--- src/rtl/esfa_pkg.sv ---
// Types and default constants shared by the ESFA run sequencer and its sample buffer.
package esfa_pkg;

    // Run sequencer states.
    typedef enum logic [2:0] {
        ST_IDLE   = 3'd0,
        ST_INIT   = 3'd1,
        ST_STREAM = 3'd2,
        ST_WAIT   = 3'd3,
        ST_DONE   = 3'd4
    } state_t;

    // Default symbol width, buffer depth and result timeout.
    localparam int DEFAULT_SYM_W   = 8;
    localparam int DEFAULT_DEPTH   = 16;
    localparam int DEFAULT_TIMEOUT = 64;

endpackage : esfa_pkg

--- src/rtl/esfa_sample_buf.sv ---
// Sample buffer: symbols are written sequentially at the current count and
// read back by index. A clear-and-write restarts the sample at slot 0.
module esfa_sample_buf
    import esfa_pkg::*;
#(
    parameter int SYM_W = DEFAULT_SYM_W,
    parameter int DEPTH = DEFAULT_DEPTH
) (
    input  logic                       clk,
    input  logic                       rst,
    input  logic                       clr,
    input  logic                       wr_en,
    input  logic [SYM_W-1:0]           wr_sym,
    input  logic [$clog2(DEPTH)-1:0]   rd_idx,
    output logic [SYM_W-1:0]           rd_sym,
    output logic [$clog2(DEPTH):0]     count,
    output logic                       full
);

    localparam int IDX_W = $clog2(DEPTH);
    localparam int CNT_W = IDX_W + 1;

    logic [CNT_W-1:0] count_reg;
    logic [IDX_W-1:0] wr_idx;
    logic             wr_ok;
    logic             full_int;
    logic [SYM_W-1:0] slot_data [DEPTH];

    assign full_int = (count_reg == CNT_W'(DEPTH));
    // A clearing write replaces the whole sample, so a full buffer does not block it.
    assign wr_ok    = wr_en && (clr || !full_int);
    assign wr_idx   = clr ? '0 : count_reg[IDX_W-1:0];

    // Fill level: restarts at one on a clearing write, otherwise counts accepted writes.
    always_ff @(posedge clk) begin
        if (rst) begin
            count_reg <= '0;
        end else if (wr_ok) begin
            count_reg <= clr ? CNT_W'(1) : count_reg + CNT_W'(1);
        end
    end

    // One register per slot; contents are don't-care until written, so no reset.
    generate
        for (genvar gi = 0; gi < DEPTH; gi++) begin : g_slot
            logic [SYM_W-1:0] slot_reg;

            // Capture the symbol when this slot is the write target.
            always_ff @(posedge clk) begin
                if (wr_ok && (wr_idx == IDX_W'(gi))) begin
                    slot_reg <= wr_sym;
                end
            end

            assign slot_data[gi] = slot_reg;
        end
    endgenerate

    assign rd_sym = slot_data[rd_idx];
    assign count  = count_reg;
    assign full   = full_int;

endmodule : esfa_sample_buf

--- src/rtl/esfa_run_sequencer.sv ---
// ESFA run sequencer: buffers a host sample, initialises the core, streams the
// symbols over valid/ready and reports the core verdict (or a timeout).
module esfa_run_sequencer
    import esfa_pkg::*;
#(
    parameter int SYM_W        = DEFAULT_SYM_W,
    parameter int DEPTH        = DEFAULT_DEPTH,
    parameter int TIMEOUT      = DEFAULT_TIMEOUT,
    parameter bit ACCEPT_EMPTY = 1'b0
) (
    input  logic             clk,
    input  logic             rst,
    input  logic             wr_en,
    input  logic [SYM_W-1:0] wr_sym,
    output logic             wr_full,
    input  logic             start,
    output logic             busy,
    output logic             done,
    output logic             accept,
    output logic             timed_out,
    output logic             core_init,
    output logic [SYM_W-1:0] core_sym,
    output logic             core_sym_valid,
    output logic             core_sym_last,
    input  logic             core_sym_ready,
    input  logic             core_res_valid,
    input  logic             core_res_accept
);

    localparam int RD_W  = $clog2(DEPTH);
    localparam int CNT_W = RD_W + 1;
    localparam int TMR_W = $clog2(TIMEOUT);

    state_t           state_reg;
    logic [RD_W-1:0]  rd_reg;
    logic [TMR_W-1:0] timer_reg;
    logic             core_init_reg;
    logic             valid_reg;
    logic             done_reg;
    logic             accept_reg;
    logic             timed_out_reg;
    // Set once a run completes: the next host write starts a fresh sample.
    logic             fresh_reg;

    logic [CNT_W-1:0] buf_count;
    logic             buf_full;
    logic [SYM_W-1:0] buf_rd_sym;
    logic             host_phase;
    logic             buf_clr;
    logic             buf_wr;
    logic             is_last;
    logic             xfer;
    logic             have_sample;

    assign host_phase  = (state_reg == ST_IDLE) || (state_reg == ST_DONE);
    assign buf_wr      = wr_en && host_phase;
    assign buf_clr     = buf_wr && (state_reg == ST_DONE) && fresh_reg;
    assign is_last     = (CNT_W'(rd_reg) == (buf_count - CNT_W'(1)));
    assign xfer        = valid_reg && core_sym_ready;
    assign have_sample = (buf_count != '0);

    esfa_sample_buf #(
        .SYM_W (SYM_W),
        .DEPTH (DEPTH)
    ) u_buf (
        .clk    (clk),
        .rst    (rst),
        .clr    (buf_clr),
        .wr_en  (buf_wr),
        .wr_sym (wr_sym),
        .rd_idx (rd_reg),
        .rd_sym (buf_rd_sym),
        .count  (buf_count),
        .full   (buf_full)
    );

    // Run FSM with result timer and registered control/verdict outputs.
    always_ff @(posedge clk) begin
        if (rst) begin
            state_reg     <= ST_IDLE;
            rd_reg        <= '0;
            timer_reg     <= '0;
            core_init_reg <= 1'b0;
            valid_reg     <= 1'b0;
            done_reg      <= 1'b0;
            accept_reg    <= 1'b0;
            timed_out_reg <= 1'b0;
            fresh_reg     <= 1'b0;
        end else begin
            core_init_reg <= 1'b0;
            done_reg      <= 1'b0;
            if (buf_wr) begin
                fresh_reg <= 1'b0;
            end

            case (state_reg)
                ST_IDLE, ST_DONE: begin
                    if (start) begin
                        timed_out_reg <= 1'b0;
                        if (have_sample) begin
                            state_reg     <= ST_INIT;
                            core_init_reg <= 1'b1;
                            accept_reg    <= 1'b0;
                            rd_reg        <= '0;
                            fresh_reg     <= 1'b0;
                        end else begin
                            // Nothing to stream: report the empty-sample verdict directly.
                            state_reg  <= ST_DONE;
                            done_reg   <= 1'b1;
                            accept_reg <= ACCEPT_EMPTY;
                            fresh_reg  <= 1'b1;
                        end
                    end
                end

                ST_INIT: begin
                    state_reg <= ST_STREAM;
                    valid_reg <= 1'b1;
                    rd_reg    <= '0;
                end

                ST_STREAM: begin
                    // Result strobes here are ignored; the core must answer after the last symbol.
                    if (xfer) begin
                        if (is_last) begin
                            state_reg <= ST_WAIT;
                            valid_reg <= 1'b0;
                            timer_reg <= '0;
                        end else begin
                            rd_reg <= rd_reg + RD_W'(1);
                        end
                    end
                end

                ST_WAIT: begin
                    // A result on the expiry cycle still counts as a real verdict.
                    if (core_res_valid) begin
                        state_reg  <= ST_DONE;
                        accept_reg <= core_res_accept;
                        done_reg   <= 1'b1;
                        fresh_reg  <= 1'b1;
                    end else if (timer_reg == TMR_W'(TIMEOUT - 1)) begin
                        state_reg     <= ST_DONE;
                        accept_reg    <= 1'b0;
                        timed_out_reg <= 1'b1;
                        done_reg      <= 1'b1;
                        fresh_reg     <= 1'b1;
                    end else begin
                        timer_reg <= timer_reg + TMR_W'(1);
                    end
                end

                default: begin
                    state_reg <= ST_IDLE;
                end
            endcase
        end
    end

    assign busy           = (state_reg == ST_INIT) || (state_reg == ST_STREAM) ||
                            (state_reg == ST_WAIT);
    assign done           = done_reg;
    assign accept         = accept_reg;
    assign timed_out      = timed_out_reg;
    assign core_init      = core_init_reg;
    assign core_sym_valid = valid_reg;
    // Data is forced to zero when not valid so idle/reset outputs read as 0.
    assign core_sym       = valid_reg ? buf_rd_sym : '0;
    assign core_sym_last  = valid_reg && is_last;
    assign wr_full        = buf_full;

endmodule : esfa_run_sequencer

--- config.mk ---
export PLATFORM = sky130hd
export DESIGN_NAME = esfa_run_sequencer
export DESIGN_NICKNAME = d
export VERILOG_FILES = /design/src/rtl/esfa_pkg.sv /design/src/rtl/esfa_sample_buf.sv /design/src/rtl/esfa_run_sequencer.sv
export SDC_FILE = /design/constraint.sdc
export NUM_CORES = 1
export LEC_CHECK = 0
export ABC_AREA = 1
export CAP_MARGIN = 20
export CORE_ASPECT_RATIO = 0.5
export CORE_UTILIZATION = 38
export DETAILED_ROUTE_END_ITERATION = 8
export PLACE_DENSITY = 0.6
export SYNTH_ARGS = -nofsm -noshare
export SYNTH_HDL_FRONTEND = slang
export SYNTH_SLANG_ARGS = --single-unit
--- constraint.sdc ---
create_clock -name clk -period 3 [get_ports clk]
set_input_delay 0.6 -clock clk [delete_from_list [all_inputs] [get_ports clk]]
set_output_delay 0.6 -clock clk [all_outputs]
set_load 0.05 [all_outputs]
==> results.tsv <==
metric	value	unit
drt_first_pass_iters	5	
dp_hpwl	10100	um
crit_chain	buf_4 -> o21ai_0 -> o221ai_1 -> o211ai_1 -> a21oi_1 -> buf_4	
hold_end	accept	
netlist_area	6580	um2
die_y	95.1	um
setup_slack	0.144	ns
yosysWarnings	0	
hp-start	accept	
yosys_register_bits	152	
crit_fanout	35	
diodes	0	
cts_setup_buffers	0	
fin_nets	671	
power_density	746	nW/um2
gr-usage-all-layers	0.191	
finalWirelength	16200	um
io_buffers	30	
r2r-start	u_buf.count[0]	
fin_crit	2.86	ns
drcViolationCount	0	
areaGrowthSynthToFinish	19.2	%
synth_compound_area_frac	0.125	
synth-xor-area-share	0.00665	
crit_arrival	2.26	ns
ys_types	31	
synth_top_family_by_area	simple AND/OR/NAND/NOR gates	
critPathKind	reg -> out	
ff2ff_path_depth	7	
layout-drive-gt1-share	0.141	
setup_violations	0	
final-hold-violation-count	0	
fmax	0.350	GHz
cts.clk_slew.worst_paths	0.07	ns
grt_pass1_vias	4358	
fin_crit_sh	0.952	
syn_area_per_cell	10.9	um2
tightestPinTransition	0.784	ns
yosys-mux-area-fraction	0	
hold_slack	0.466	ns
worst_path_max_delay_cell	dfxtp_1	
ir_drop	0.462	mV
power	5.86	mW
drv_slew	0	
hp-class	reg -> reg	
numCtsBuffers	17	
htreeDepth	4	
cp-start-kind	flop	
via_count	4737	
antenna_left	0	
core.rowCount	33	
synth-seq-area-share	0.657	
drv_cap	0	
clockBufferDepth	2	
gp_congestion	0.832	
end_kind	output port	
hold_buffers	0	
die_x	188	um
die-area	17900	um2
outcome	completed	
overflow	0	
grt_start_max_net_pins	69	
final.setup_skew	0.00805	ns
viasPerCell	5.31	
drt_iter0_drc	423	
initial_core_util	0.396	
cts_tree	yes	
rsz0062_at_grt	false	
leakage	2.71	nW
tns	0	ns
largest_reg_flops	128	
synth_simple_gate_area_frac	0.161	
critical_path.top_delay_family	compound AO/OA/AOI/OAI gates	
max_slew_margin	0.476	
coreArea	16600	um2
synth_cells	605	
grt_antenna_before_repair	0	
clkLatencyLatePin	0.42	ns
synthAdderAreaFrac	0.00760	
grt_first_pass_wirelength	25000	um
cp.depth	6	
worst-path-buf-inv	2	
max_stage_delay	0.33	ns
r2r_slack	0.51	ns
r2r_end	u_buf.g_slot[11].slot_reg[0]	
crit_top_cell	buf_4	
crit_required	2.40	ns
post-route-util	0.471	
cts.sinks	152	
hold_path_depth	2	
synth_nets	624	
pre_cts_slack	0.225	ns
cts-resized-gates	0	
clockRootBuffer	clkbuf_16	
wl_per_cell	18.1	um
io_pins	31	
==> worst min-delay path: cells and delay by family (launching register included) <==
kind	cells	cell delay, ns
flip-flops	1	0.31
AND/OR/NAND/NOR	1	0.06
AO/OA/AOI/OAI	1	0.05
==> cells in the mapped netlist (all sizes together) <==
cell | instances | area share
clkbuf | 18 | 0.010
nand4 | 7 | 0.0067
inv | 37 | 0.021
edfxtp | 128 | 0.58
nor3 | 8 | 0.0061
nand2 | 77 | 0.050
o221ai | 21 | 0.028
nand3 | 36 | 0.028
o21ai | 67 | 0.051
or2 | 1 | 0.00095
nor3b | 1 | 0.0011
o211ai | 11 | 0.013
nand3b | 1 | 0.0011
nor2 | 108 | 0.067
xor2 | 5 | 0.0067
ha | 4 | 0.0076
a21oi | 31 | 0.025
clkinv | 2 | 0.0011
dfxtp | 24 | 0.073
o22ai | 9 | 0.0086
buf | 9 | 0.0097
==> cell type report <==
type                    count  area [um2]
fillers                  1506        8790
flip-flops and latches    152        4330
multi-input cells         387        1990
repair buffers             55         528
clock buffers              18         429
well taps                 227         284
inverters                  39         148
clock inverters            14         140
==> how the worst max path moves through the flow <==
stage                     slack, ns           start                           end
after floorplan                0.47       rd_reg[0]                   core_sym[0]
after global placement         0.26           wr_en  u_buf.g_slot[11].slot_reg[6]
after detailed placement       0.23           wr_en  u_buf.g_slot[11].slot_reg[2]
after CTS                      0.08       rd_reg[0]                   core_sym[3]
after global routing           0.03  u_buf.count[0]                       wr_full
final                          0.14       rd_reg[1]                   core_sym[1]
==> cells in the final DEF (no fill, tap or decap), drive strengths merged <==
cell / count
nor3: 8
ha: 4
buf: 34
clkbuf: 18
clkdlybuf4s50: 21
nand4: 7
o22ai: 9
clkinv: 6
xor2: 5
edfxtp: 128
nand3b: 1
nand2: 77
inv: 42
o211ai: 11
or2: 1
bufinv: 1
o221ai: 21
nor2: 108
nor3b: 1
o21ai: 67
nand3: 36
dfxtp: 24
a21oi: 31
clkinvlp: 4
==> per-stage QoR <==
stage	instance area (um2)	cells
2_1_floorplan	6580	605
3_3_place_gp	7260	860
3_5_place_dp	7260	860
4_1_cts	7830	892
5_1_grt	7850	892
6_report	7850	892
==> routing by layer <==
metal | wire (um) | global-route usage
met1 | 7770 | 0.273
met2 | 7040 | 0.284
met3 | 1150 | 0.0453
met4 | 201 | 0.0678
met5 | 0 | 0
==> where the power goes <==
group / total [mW] / leakage, nW / switching [mW] / internal (mW)
clock: 2.07 / 0.268 / 0.912 / 1.16
sequential: 2.47 / 1.35 / 0.0654 / 2.40
combinational: 1.32 / 1.10 / 0.915 / 0.401
total: 5.86 / 2.71 / 1.89 / 3.96
==> cell families (layout without fill, tap and decap cells) <==
group,after synthesis,in the layout
and+or+nand+nor,239,239
DFF,152,152
AOI/OAI and AO/OA,139,139
buffers and inverters,66,126
xor gates and xnor gates,5,5
adders and majority gates,4,4
(Power assumes the default switching activity.)
